### src/rtl/if_fetch_queue.sv
// Instruction-fetch initiator: owns the PC, drives the ROM port and queues {pc, inst} pairs for ID.
// Optional misaligned-fetch detection is compiled in with `define IF_ALIGN_CHECK_EN.
module if_fetch_queue #(
    parameter int          DEPTH    = 2,
    parameter logic [31:0] RESET_PC = 32'h0000_0000
) (
    input  logic        clk,
    input  logic        rst,
    output logic        ce,
    output logic [31:0] pc,
    input  logic [31:0] inst_i,
    input  logic        branch_flag_i,
    input  logic [31:0] branch_target_address_i,
    input  logic        flush,
    input  logic [31:0] new_pc,
    output logic        if_valid_o,
    output logic [31:0] if_pc_o,
    output logic [31:0] if_inst_o,
`ifdef IF_ALIGN_CHECK_EN
    output logic        if_adel_o,
`endif
    input  logic        id_ready_i
);

    localparam int PW = (DEPTH > 1) ? $clog2(DEPTH) : 1;
    localparam int CW = $clog2(DEPTH) + 1;
    localparam logic [CW-1:0] DEPTH_C  = CW'(DEPTH);
    localparam logic [CW-1:0] CNT_ZERO = CW'(0);
    localparam logic [CW-1:0] CNT_ONE  = CW'(1);
    localparam logic [PW-1:0] PTR_ZERO = PW'(0);
    localparam logic [PW-1:0] PTR_ONE  = PW'(1);

    logic [31:0]   pc_q, pc_d;
    logic [CW-1:0] count_q, count_d;
    logic [PW-1:0] head_q, head_d;
    logic [PW-1:0] tail_q, tail_d;
    logic          halted_q, halted_d;

    logic [31:0]   mem_pc_q   [DEPTH];
    logic [31:0]   mem_inst_q [DEPTH];

    logic          wr_en_s;
    logic [31:0]   wr_inst_s;
    logic          misalign_s;
    logic          fetch_ok_s;
    logic          adel_push_s;
    logic          push_s;
    logic          pop_s;
    logic [CW-1:0] survive_s;

`ifdef IF_ALIGN_CHECK_EN
    logic          mem_adel_q [DEPTH];
    assign misalign_s = (pc_q[1:0] != 2'b00);
`else
    assign misalign_s = 1'b0;
`endif

    // A misaligned PC is recorded as a faulting entry instead of being fetched.
    assign fetch_ok_s  = ~rst & (count_q < DEPTH_C) & ~halted_q;
    assign ce          = fetch_ok_s & ~misalign_s;
    assign adel_push_s = fetch_ok_s & misalign_s;
    assign push_s      = ce | adel_push_s;
    assign pop_s       = (count_q != CNT_ZERO) & id_ready_i;
    assign survive_s   = count_q - (pop_s ? CNT_ONE : CNT_ZERO);
    assign wr_inst_s   = adel_push_s ? 32'h0000_0000 : inst_i;
    assign pc          = pc_q;

    // Next-state for PC, queue pointers and halt, with flush > branch > normal flow.
    always_comb begin
        pc_d     = pc_q;
        count_d  = count_q;
        head_d   = head_q + (pop_s ? PTR_ONE : PTR_ZERO);
        tail_d   = tail_q;
        halted_d = halted_q;
        wr_en_s  = 1'b0;
        if (flush) begin
            pc_d     = new_pc;
            count_d  = CNT_ZERO;
            head_d   = PTR_ZERO;
            tail_d   = PTR_ZERO;
            halted_d = 1'b0;
        end else if (branch_flag_i) begin
            pc_d = branch_target_address_i;
            // Delay slot: the oldest surviving entry stays, otherwise this cycle's fetch becomes it.
            if (survive_s != CNT_ZERO) begin
                count_d = CNT_ONE;
                tail_d  = head_d + PTR_ONE;
            end else if (push_s) begin
                wr_en_s  = 1'b1;
                count_d  = CNT_ONE;
                tail_d   = tail_q + PTR_ONE;
                halted_d = adel_push_s;
            end else begin
                count_d = CNT_ZERO;
            end
        end else begin
            wr_en_s = push_s;
            tail_d  = tail_q + (push_s ? PTR_ONE : PTR_ZERO);
            count_d = survive_s + (push_s ? CNT_ONE : CNT_ZERO);
            if (ce) begin
                pc_d = pc_q + 32'd4;
            end else begin
                pc_d = pc_q;
            end
            if (adel_push_s) begin
                halted_d = 1'b1;
            end else begin
                halted_d = halted_q;
            end
        end
    end

    // Control state registers.
    always_ff @(posedge clk) begin
        if (rst) begin
            pc_q     <= RESET_PC;
            count_q  <= CNT_ZERO;
            head_q   <= PTR_ZERO;
            tail_q   <= PTR_ZERO;
            halted_q <= 1'b0;
        end else begin
            pc_q     <= pc_d;
            count_q  <= count_d;
            head_q   <= head_d;
            tail_q   <= tail_d;
            halted_q <= halted_d;
        end
    end

    // Queue storage, written at the tail only when a push is kept.
    always_ff @(posedge clk) begin
        if (wr_en_s) begin
            mem_pc_q[tail_q]   <= pc_q;
            mem_inst_q[tail_q] <= wr_inst_s;
`ifdef IF_ALIGN_CHECK_EN
            mem_adel_q[tail_q] <= adel_push_s;
`endif
        end
    end

    assign if_valid_o = (count_q != CNT_ZERO);
    assign if_pc_o    = if_valid_o ? mem_pc_q[head_q]   : 32'h0000_0000;
    assign if_inst_o  = if_valid_o ? mem_inst_q[head_q] : 32'h0000_0000;
`ifdef IF_ALIGN_CHECK_EN
    assign if_adel_o  = if_valid_o & mem_adel_q[head_q];
`endif

endmodule

### config.mk
export PLATFORM = sky130hd
export DESIGN_NAME = if_fetch_queue
export DESIGN_NICKNAME = d
export VERILOG_FILES = /design/src/rtl/if_fetch_queue.sv
export SDC_FILE = /design/constraint.sdc
export NUM_CORES = 1
export LEC_CHECK = 0
export ABC_CLOCK_PERIOD_IN_PS = 11700
export BUFFER_PORTS_ARGS = -buffer_cell sky130_fd_sc_hd__buf_2
export CAP_MARGIN = 5
export CORE_MARGIN = 1
export CORE_UTILIZATION = 57
export CTS_CLUSTER_DIAMETER = 150
export DETAILED_ROUTE_END_ITERATION = 7
export GPL_TIMING_DRIVEN = 1
export PLACE_DENSITY = 0.95
export REMOVE_ABC_BUFFERS = 1
export SETUP_SLACK_MARGIN = 0.02
export SLEW_MARGIN = 20
export SYNTH_ARGS = -nofsm -noshare
export SYNTH_HDL_FRONTEND = slang
export SYNTH_SLANG_ARGS = --single-unit
### constraint.sdc
create_clock -name clk -period 11.7 [get_ports clk]
set_input_delay 0.585 -clock clk [delete_from_list [all_inputs] [get_ports clk]]
set_output_delay 0.585 -clock clk [all_outputs]
set_load 0.01 [all_outputs]
## Yosys cells after proc, flatten, opt, wreduce, memory -nomap -nowiden

Memory sizes are Yosys's and may differ from the RTL's. A register that Yosys moved wholly into a read port is not among the register bits.
Cells that the tools add are included.

- RAM bits: 128
- Memories kept: 2
- Word-level logic and storage cells: 43
- Bits in latches: 0
- Register bits after elaboration: 36
- Input port bits: 101
- ROM bits: 0
- Output and inout port bits: 98

- Add/sub/neg operators: 7
- Shift operators: 0
- Reductions and logical operators: 4
- $lt $le $gt $ge: 1
- $mul: 0
- Divide/modulo/power cells: 0
- Bitwise gates (word level): 3
- Equal/unequal tests: 1
- Mux-type cells: 21

Memories:

| name | words | bits a word | rd ports | clocked after Yosys merged registers in | write ports | line | RTL |
|---|---|---|---|---|---|---|---|
| mem_inst_q | 2 | 32 | 1 | 1 | 1 | 40 | `logic [31:0] mem_inst_q [DEPTH];` |
| mem_pc_q | 2 | 32 | 1 | 1 | 1 | 39 | `logic [31:0] mem_pc_q [DEPTH];` |

Operator list:

| cell | number |
|---|---|
| $mux W32 | 5 |
| $add A32 B3 Y32 const B | 1 |
| $mux W1 | 15 |
| $reduce_bool A2 Y1 | 2 |
| $ne A3 B2 Y1 const B | 1 |
| $reduce_bool A3 Y1 | 1 |
| $add A1 B1 Y1 | 2 |
| $add A1 B1 Y1 const B | 2 |
| $add A2 B2 Y2 | 1 |
| $and A1 B1 Y1 | 2 |
| $lt A2 B2 Y1 const B | 1 |
| $mux W2 | 1 |
| $reduce_or A2 Y1 | 1 |
| $sub A2 B1 Y2 | 1 |
| $not A1 Y1 | 1 |

## Depth between registers and ports, before layout

Gate-level depths: netlist of run 1.

- Depth in word-level cells: 10
- Depth in mapped cells: 8

## Least setup slack after synthesis of run 1

OpenSTA, ideal clock, no wires.

- Path type: input to register
- From: input port id_ready_i
- To: memory mem_inst_q[1][0] (enable)
- Slack: 5109 ps
- Path buffers: 0
- Data arrival time: 6013 ps
- Required time: 11122 ps
- Stages: 5
- Path through: and2_1 > ha_1 > xnor2_1 > a21oi_1 > nor3b_1

- Longest elaborated chain between the ends: 9

RTL lines:

| element | line | RTL |
|---|---|---|
| start: declaration | 22 | `input logic id_ready_i` |
| $and A1 B1 Y1 | 63 | `assign pop_s = (count_q != CNT_ZERO) & id_ready_i;` |
| $mux W1 | 64 | `assign survive_s = count_q - (pop_s ? CNT_ONE : CNT_ZERO);` |
| $sub A2 B1 Y2 | 64 |  |
| $reduce_bool A2 Y1 | 85 | `if (survive_s != CNT_ZERO) begin` |
| $mux W1 | 85 |  |
| $mux W1 | 82 | `end else if (branch_flag_i) begin` |
| $mux W1 | 76 | `if (flush) begin` |
| $mux W1 | 132 | `if (wr_en_s) begin` |
| $mux W1 (not written as such) | 134 | `mem_inst_q[tail_q] <= wr_inst_s;` |
| end: declaration | 40 |  |

No other way between the ends.

## Worst setup path after layout of run 1

- From: register count_q[1]
- To: memory mem_pc_q[1][7] (enable)

- Longest elaborated chain between the ends: 10
- Elaborated cells between the ends (all ways): 13
- Those cells by class: 1 x add/sub; 1 x order compare; 7 x mux; 2 x bitwise; 2 x reduce/logical

RTL lines:

| element | line | RTL |
|---|---|---|
| start: declaration | 34 | `logic [CW-1:0] count_q, count_d;` |
| start signal: assignment | 123 | `count_q <= count_d;` |
| $reduce_bool A2 Y1 | 63 |  |
| $and A1 B1 Y1 | 63 |  |
| $mux W1 | 64 |  |
| $sub A2 B1 Y2 | 64 |  |
| $reduce_bool A2 Y1 | 85 |  |
| $mux W1 | 85 |  |
| $mux W1 * | 82 |  |
| $mux W1 * | 76 |  |
| $mux W1 * | 132 |  |
| $mux W1 (not written as such) * | 133 | `mem_pc_q[tail_q] <= pc_q;` |
| end: declaration | 39 |  |

Every way passes the cells marked *; elsewhere a longest branch is shown, timed or not.

==> impl_metrics.csv, run 1 <==
group,metric,value,unit
status,status,"complete, no violations",
timing,worst_pin_slew,1003,ps
drt,drt_iter0_markers,729,
drt,firstDrtPassIters,5,
pwr,pwr-share-comb,10.1,%
pwr,power.leakage,3.427,nW
synthesis,netlist_area,7268,um^2
critical_path,cp-start-kind,"flip-flop",
global_route,gr-total-overflow,0,
critical_path,cp_slowest_stage_delay,710,ps
synthesis,synthArstFlopShare,0,%
timing,setup_viol,0,
pwr,power.switching,0.3404,mW
synthesis,synthFlopType,"edfxtp_1",
placement,place_congestion,0.9076,
global_route,track_usage,28.29,%
clock_tree,cts_setup_buffers,0,
pwr,netSwitchingFraction,25.16,%
clock_tree,cts_tree,"built",
pwr,power_density,150.8,nW/um^2
finish,drive_gt1_share,30.51,%
clock_tree,clkTransAtPathRegs,70,ps
critical_path,crit_fanout,64,
global_route,antenna_found_initial,0,
clock_tree,clockBufferDepth,2,
timing,drv_slew,0,
run,cap_violations,0,
pwr,p_seq_share,50.3,%
timing,finalCriticalPeriod,2973,ps
pwr,irDropWorstVdd,0.00009230,V
pwr,clkPwrFrac,39.6,%
timing,slew_headroom,32.98,%
clock_tree,cts_made_buffers,17,
finish,design_area,8971,um^2
critical_path,cp.arrival,3010,ps
finish,final_util,73.46,%
placement,placement.io_buffers,198,
drt,vias,5756,
finish,syn_to_final_growth,23.43,%
timing,max_freq,0.3363,GHz
floorplanning,rows,40,
timing,timing.final.crit_share,25.41,%
critical_path,worst-path-buf-inv,2,
worst_hold_path,hp-class,"in -> reg",
clock_tree,cts-htree-levels,4,
timing,finalClockSkew,14.39,ps
finish,num_antenna_cells,0,
drt,wire_per_inst,19.01,um
timing,finalWorstSetupSlack,8727,ps
floorplanning,dieArea,13210,um^2
critical_path,cp_cell_sequence,"nor2_4 > inv_1 > and2_1 > ha_1 > xnor2_1 > a21oi_1 > nor3b_2 > buf_4",
finish,instances_no_fill,971,
drt,ant_nets,0,
synthesis,synth_enable_flop_cells,128,
placement,dpl_worst_slack,8832,ps
placement,dpl.cell_count,938,
synthesis,ys_ff_latch,164,
timing,fin_tns_setup,0,ps
clock_tree,ctsRootBufferMaster,"clkbuf_16",
placement,dp_hpwl,12.21,mm
clock_tree,clk_latency,420,ps
drt,drc,0,
global_route,grt_pass1_vias,5284,
clock_tree,ctsHoldBuffers,0,
drt,vias_per_cell,5.928,
finish,final_cell_mix,"buf_2 (198), edfxtp_1 (128), nor2_1 (82), mux2i_1 (70), nand2_1 (43)",
critical_path,end_kind,"flip-flop",
critical_path,crit_path_top_delay_cell,"dfxtp_1",
synthesis,synth_seq_area_share,62.80,%
placement,dpl_cell_area,8376,um^2
pwr,internal_power,1.012,mW
timing,finalHoldViolCount,0,
critical_path,cp_top_family,"buffers and inverters",
finish,nets,894,
clock_tree,cts_resized,0,
floorplanning,core,12210,um^2
drt,wl,18.45,mm
floorplanning,die_x,114.9,um
floorplanning,start_util,59.52,%
floorplanning,io_pins,199,
global_route,grt_pass1_wl,27.75,mm
timing,rsz0062_at_grt,"no",
critical_path,worstSetupPathType,"reg -> reg",
clock_tree,cts.sinks,164,
floorplanning,die_h,114.9,um
synthesis,ys_warn_count,0,
synthesis,synth_area_per_cell,12.03,um^2
synthesis,synth_cell_types,54,
finish,final_common_cell,"buf_2",
critical_path,crit_required,11740,ps
global_route,grt_max_degree,66,
synthesis,synth_cells,604,
==> registers in the layout, summed over array words and instances, names as in the netlist <==
signal      cells
mem_pc_q       64
pc             32
mem_inst_q     64
head_q          1
tail_q          1
count_q         2
==> cells in the mapped netlist (all sizes together) (3+ instances only) <==
master	count	area share, %
nand2	43	2.2
o21ai	19	1.3
nor4	7	1.0
or4	3	0.31
o22ai	8	0.69
o211ai	3	0.31
xnor2	7	0.84
edfxtp	128	53
nand4	10	0.95
nand3	15	1.0
ha	3	0.52
inv	11	0.57
dfxtp	36	9.9
a22oi	10	1.0
nand2b	5	0.43
and3	4	0.34
clkbuf	25	1.3
a21oi	27	1.9
mux2i	70	9.6
o221ai	3	0.36
a211oi	20	2.1
nor3	13	0.96
xor2	9	1.1
nor2	83	4.3
buf	11	0.69
==> per-layer routing <==
layer,global-route usage [%],routed length (um),vias up
met3,7.644,1910,45
li1,-,-,2640
met5,0,0,-
met2,47.95,9031,372
met4,9.610,465,0
met1,35.19,7046,2699
==> layout make-up <==
class                           instances  area [um^2]
Clock inverter                         13        142.6
Inverter                               13        48.80
Clock buffer                           19        432.9
Timing Repair Buffer                  203         1041
Multi-Input combinational cell        391         2527
Fill cell                             789         3241
Sequential cell                       164         4568
Tap cell                              168        210.2
==> logic make-up (layout without fill, tap and decap cells) <==
logic type | count (synthesis) | count (layout) | share of synthesized area (%)
adders and majority gates | 3 | 3 | 0.5165
DFF | 164 | 164 | 62.80
and+or+nand+nor | 193 | 193 | 12.53
xor gates and xnor gates | 16 | 16 | 1.928
AOI/OAI and AO/OA | 108 | 108 | 9.761
buffers and inverters | 49 | 248 | 2.668
muxes | 71 | 71 | 9.795
==> power by group through the flow <==
stage                     registers [mW]  logic, mW  clock network (mW)
after floorplan                    0.692     0.0678                   0
after global placement             0.691      0.129                   0
after detailed placement           0.693      0.133                   0
after CTS                          0.681      0.135               0.539
after global routing               0.682      0.149               0.565
final                              0.680      0.137               0.536
==> through the flow <==
stage | hold WS [ps] | total power [mW]
finish | 350.9 | 1.353
global placement | 488.2 | 0.8205
floorplan | 515.9 | 0.7596
global route | 331.0 | 1.397
CTS | 338.6 | 1.355
detailed placement | 489.1 | 0.8263
==> path summary, 6_finish.rpt <==
path,from,endpoint,slack [ps],cells after the start
worst max register to register,count_q[1],mem_pc_q[1][7],8730,8
worst max-delay path,count_q[1],mem_pc_q[1][7],8730,8
worst min-delay path,inst_i[19],mem_inst_q[1][19],350,1
worst min register to register,pc[1],mem_pc_q[0][1],500,0
(Power assumes the default switching activity.)
==> run 2: changes to the inputs <==
ABC_CLOCK_PERIOD_IN_PS = 3100   (was 11700)
CORE_UTILIZATION = 53   (was 57)
PLACE_DENSITY = 0.91   (was 0.95)
clock period = 3.1 ns   (was 11.7 ns; I/O delays follow)
==> impl_metrics.csv, run 2 (synthesis gave the netlist of run 1 again) <==
group,metric,value,unit
drt,ant_nets,0,
timing,whs,65.04,ps
drt,vias_per_cell,5.781,
floorplanning,die_h,119.1,um
finish,final_common_cell,"buf_2",
finish,nets,939,
clock_tree,ctsRootBufferMaster,"clkbuf_16",
pwr,total_power,5.059,mW
clock_tree,cts_made_buffers,17,
floorplanning,dieArea,14190,um^2
clock_tree,cts_resized,0,
global_route,track_usage,27.10,%
timing,max_freq,0.3792,GHz
floorplanning,start_util,54.67,%
clock_tree,cts-htree-levels,4,
floorplanning,core,13300,um^2
global_route,grt_max_degree,65,
critical_path,cp_cell_sequence,"nor2_4 > inv_1 > and2_1 > ha_1 > xnor2_1 > a21oi_1 > nor3b_2 > buf_4",
worst_hold_path,hold_depth,3,
pwr,power.leakage,3.626,nW
timing,slew_headroom,52.44,%
placement,dpl_worst_slack,512.7,ps
timing,setup_viol,0,
timing,worst_pin_slew,709.5,ps
global_route,grt_pass1_wl,28.99,mm
floorplanning,io_pins,199,
pwr,irDropWorstVdd,0.0003974,V
finish,fillCellCount,874,
critical_path,crit_fanout,24,
finish,drive_gt1_share,30.19,%
clock_tree,cts_setup_buffers,0,
critical_path,cp_slowest_stage_delay,680,ps
drt,wire_per_inst,18.51,um
timing,drv_slew,0,
critical_path,worstSetupPathType,"reg -> reg",
drt,drt_iter0_markers,726,
drt,wl,18.96,mm
clock_tree,ctsHoldBuffers,35,
timing,finalWorstSetupSlack,462.6,ps
timing,rsz0062_at_grt,"no",
finish,num_antenna_cells,0,
critical_path,cp.arrival,2720,ps
placement,placement.io_buffers,198,
drt,drc,0,
placement,place_congestion,0.8774,
clock_tree,cts.sinks,164,
finish,syn_to_final_growth,29.30,%
global_route,grt_pass1_vias,5596,
finish,final_cell_mix,"buf_2 (198), edfxtp_1 (128), nor2_1 (82), mux2i_1 (70), nand2_1 (43)",
clock_tree,clk_latency,420,ps
drt,vias,5920,
critical_path,crit_required,3180,ps
timing,finalClockSkew,8.705,ps
timing,finalHoldViolCount,0,
run,cap_violations,0,
floorplanning,rows,42,
global_route,gr-total-overflow,0,
pwr,power_density,538.3,nW/um^2
critical_path,worstRegToRegCells,8,
worst_hold_path,hp-class,"in -> reg",
placement,dp_hpwl,12.29,mm
timing,timing.final.crit_share,85.08,%
placement,dpl.cell_count,957,
finish,instances_no_fill,1024,
global_route,antenna_found_initial,0,
drt,firstDrtPassIters,5,
critical_path,crit_path_top_delay_cell,"dfxtp_1",
timing,finalCriticalPeriod,2637,ps
critical_path,end_kind,"flip-flop",
floorplanning,die_x,119.1,um
clock_tree,cts_tree,"built",
clock_tree,clockBufferDepth,2,
clock_tree,clkTransAtPathRegs,70,ps
critical_path,cp-start-kind,"flip-flop",
status,status,"complete, no violations",
[run 2: through the flow]
step                TNS, ps  cell area [um^2]  utilization, %
global placement          0              8493           63.88
CTS                       0              9398           70.69
floorplan           -735290              7123               -
detailed placement        0              8493           63.88
finish                    0              9398           70.69
global route              0              9398           70.69
[run 2: layer usage]
| metal | vias to the layer above | global-route usage (%) | routed length, um |
|---|---|---|---|
| li1 | 2726 | - | - |
| met1 | 2789 | 35.59 | 7803 |
| met2 | 366 | 43.93 | 8967 |
| met3 | 39 | 6.466 | 1708 |
| met4 | 0 | 9.652 | 475 |
| met5 | - | 0 | 0 |
[run 2: worst paths after layout]
check	slack, ps	to	from
max	460	mem_inst_q[1][16]	count_q[1]
min	70	pc[4]	new_pc[4]
max reg2reg	460	mem_inst_q[1][16]	count_q[1]
min reg2reg	490	mem_pc_q[0][1]	pc[1]
[run 2: worst max-delay path, delay by kind of cell (launching register included)]
| family | cells | cell delay, ps |
|---|---|---|
| flops | 1 | 680 |
| simple gates | 3 | 570 |
| buf+inv | 2 | 470 |
| fa+ha+maj | 1 | 240 |
| xor+xnor | 1 | 170 |
| compound gates | 1 | 170 |
[run 2: power breakdown]
group | internal, mW | switching, mW
Clock | 1.04 | 0.882
Combinational | 0.246 | 0.325
Sequential | 2.48 | 0.0847
[run 2: final cells by class]
class,count,area [um^2],area share [%]
inverters,13,48.80,0.5192
repair buffers,248,1479,15.74
clock buffers,17,425.4,4.527
well taps,176,220.2,2.343
multi-input cells,391,2527,26.89
flip-flops and latches,164,4568,48.61
clock inverters,15,128.9,1.371
==> run 3: changes to the inputs <==
ABC_AREA = 1   (was unset)
PLACE_DENSITY = 0.9   (was 0.91)
==> impl_metrics.csv, run 3 <==
group,metric,value,unit
global_route,grt_pass1_vias,6612,
placement,dpl_cell_area,8767,um^2
clock_tree,ctsRootBufferMaster,"clkbuf_16",
clock_tree,clk_latency,430,ps
global_route,track_usage,28.53,%
synthesis,synthAdderAreaFrac,0.4910,%
timing,finalCriticalPeriod,2613,ps
timing,slew_headroom,36.91,%
synthesis,synth_top_cell_by_area,"edfxtp_1",
synthesis,synth_seq_area_share,59.71,%
timing,setup_viol,0,
synthesis,synthFlopType,"edfxtp_1",
clock_tree,cts.sinks,164,
floorplanning,dieArea,14910,um^2
finish,syn_to_final_growth,27.69,%
global_route,grt_use_met1,33.99,%
floorplanning,start_util,54.65,%
synthesis,synthArstFlopShare,0,%
synthesis,synth_cells,833,
synthesis,netlist.area_leader.share,50.28,%
critical_path,crit_path_frequent_cell,"nand2_1",
critical_path,crit_required,3200,ps
timing,finalClockSkew,9.108,ps
placement,place_congestion,0.9205,
drt,wl,20.73,mm
global_route,gr-total-overflow,0,
finish,fillCellCount,1039,
floorplanning,rows,43,
synthesis,synth_enable_flop_cells,128,
synthesis,yosysMostFrequentCell,"nand2_1",
timing,max_freq,0.3828,GHz
global_route,antenna_found_initial,2,
synthesis,synthMuxAreaShare,0,%
drt,firstDrtPassIters,5,
synthesis,synth_compound_area_share,10.43,%
timing,rsz0062_at_grt,"no",
pwr,total_power,5.463,mW
global_route,use_met2,47.53,%
pwr,power.leakage,4.043,nW
placement,dp_hpwl,13.43,mm
synthesis,synth_cell_types,35,
global_route,grt_max_degree,66,
timing,fin_tns_setup,0,ps
timing,timing.final.crit_share,84.28,%
finish,nets,1163,
timing,finalHoldViolCount,0,
synthesis,synth_area_per_cell,9.177,um^2
synthesis,synth_common_cells,"nand2_1 (285), edfxtp_1 (128), a21oi_1 (117)",
clock_tree,cts_tree,"built",
synthesis,synthTopCellsByArea,"edfxtp_1 (50%), nand2_1 (14%), dfxtp_1 (9.4%), a21oi_1 (7.7%), nor2_1 (3.8%)",
clock_tree,clkTransAtPathRegs,60,ps
drt,drt_iter0_markers,556,
finish,drive_gt1_share,25.65,%
critical_path,cp_top_family,"simple AND/OR/NAND/NOR gates",
worst_hold_path,hp-class,"in -> reg",
critical_path,cp_slowest_stage_delay,350,ps
synthesis,ys_ff_latch,164,
synthesis,ys_warn_count,0,
status,status,"complete, no violations",
timing,worst_pin_slew,946.3,ps
drt,vias_per_cell,5.460,
synthesis,netlist_area,7645,um^2
synthesis,synth_xor_area_share,0.8020,%
global_route,grt_pass1_wl,32.00,mm
finish,final_cell_mix,"nand2_1 (285), buf_2 (198), edfxtp_1 (128), a21oi_1 (117), nor2_1 (76)",
global_route,grt.busiest_layer,"met2",
critical_path,worstSetupPathType,"reg -> reg",
placement,placement.io_buffers,198,
drt,wire_per_inst,16.54,um
finish,design_area,9762,um^2
clock_tree,clockBufferDepth,2,
finish,final_common_cell,"nand2_1",
clock_tree,cts_made_buffers,17,
placement,dpl.cell_count,1185,
clock_tree,cts_resized,0,
clock_tree,cts-htree-levels,4,
critical_path,worst-path-buf-inv,2,
timing,drv_slew,0,
floorplanning,die_x,122.1,um
critical_path,cp_cell_sequence,"or2_2 > nand2_1 > inv_1 > ha_1 > xnor2_1 > nand2_1 > nand2_1 > nand3_1 > nor2_4 > buf_12",
critical_path,cp-start-kind,"flip-flop",
critical_path,crit_fanout,46,
synthesis,yosys.area_share.simple,23.81,%
critical_path,crit_path_top_delay_cell,"dfxtp_1",
pwr,power_density,559.7,nW/um^2
finish,instances_no_fill,1253,
drt,ant_nets,0,
floorplanning,die_h,122.1,um
global_route,grt_use_met3,6.695,%
run,cap_violations,0,
drt,drc,0,
drt,vias,6841,
floorplanning,core,13990,um^2
floorplanning,io_pins,199,
pwr,irDropWorstVdd,0.0003571,V
critical_path,cp.arrival,2710,ps
synthesis,synth_top_family_by_area,"simple AND/OR/NAND/NOR gates",
critical_path,end_kind,"flip-flop",
==> run 3: worst register-to-register path: cells and delay by family, from the launching register on <==
| family | cells | cell delay, ps |
|---|---|---|
| adder cells (fa/ha/maj) | 1 | 190 |
| AND/OR/NAND/NOR | 6 | 1080 |
| XOR/XNOR | 1 | 300 |
| buffers and inverters | 2 | 310 |
| flip-flops | 1 | 350 |
==> run 3: kinds of logic (layout without fill, tap and decap cells) <==
kind of cell,after synthesis,count (layout)
flops,164,164
simple gates,434,434
compound gates,152,152
other cells,0,1
xor+xnor,7,7
buf+inv,73,312
fa+ha+maj,3,3
==> run 3: path summary, 6_finish.rpt <==
kind	start	end	slack (ps)	cells after the start
max	count_q[1]	mem_inst_q[1][9]	490	10
min	branch_target_address_i[1]	pc[1]	20	3
max reg2reg	count_q[1]	mem_inst_q[1][9]	490	10
min reg2reg	pc[0]	mem_pc_q[1][0]	520	0
==> run 3: area by class of cell <==
class	count	area (um^2)	area share [%]
multi-input combinational	596	2731	27.98
antenna	1	2.502	0.02563
clock buffer	19	432.9	4.435
sequential	164	4566	46.77
timing repair buffer	247	1471	15.07
tap	180	225.2	2.307
clock inverter	13	209.0	2.140
inverter	33	123.9	1.269
==> run 3: metal layers <==
| metal | wire length [um] | share of wire [%] | vias to the layer above |
|---|---|---|---|
| met2 | 10040 | 48 | 332 |
| li1 | - | - | 3261 |
| met5 | 11 | 0.053 | - |
| met1 | 8228 | 40 | 3164 |
| met3 | 1611 | 7.8 | 82 |
| met4 | 835 | 4.0 | 2 |
==> run 3: power by group <==
group          switching [mW]  internal, mW
combinational           0.356         0.243
sequential             0.0964          2.49
clock                   0.851          1.43
==> run 3: repair_timing <==
action                                  in CTS  in global routing
buffers inserted                             0                  0
hold buffers                                35                  0
endpoints found under the setup margin       0                  0
hold endpoints to repair                    67                  0
==> run 3: metrics by stage <==
stage | hold WS (ps) | util [%] | setup WS, ps
after floorplan | 217.4 | - | -1627
after global placement | 342.4 | 62.67 | 649.4
after detailed placement | 346.2 | 62.67 | 535.3
after CTS | 1.889 | 69.77 | 528.2
after global routing | 25.13 | 69.77 | 344.4
final | 18.25 | 69.79 | 487.3
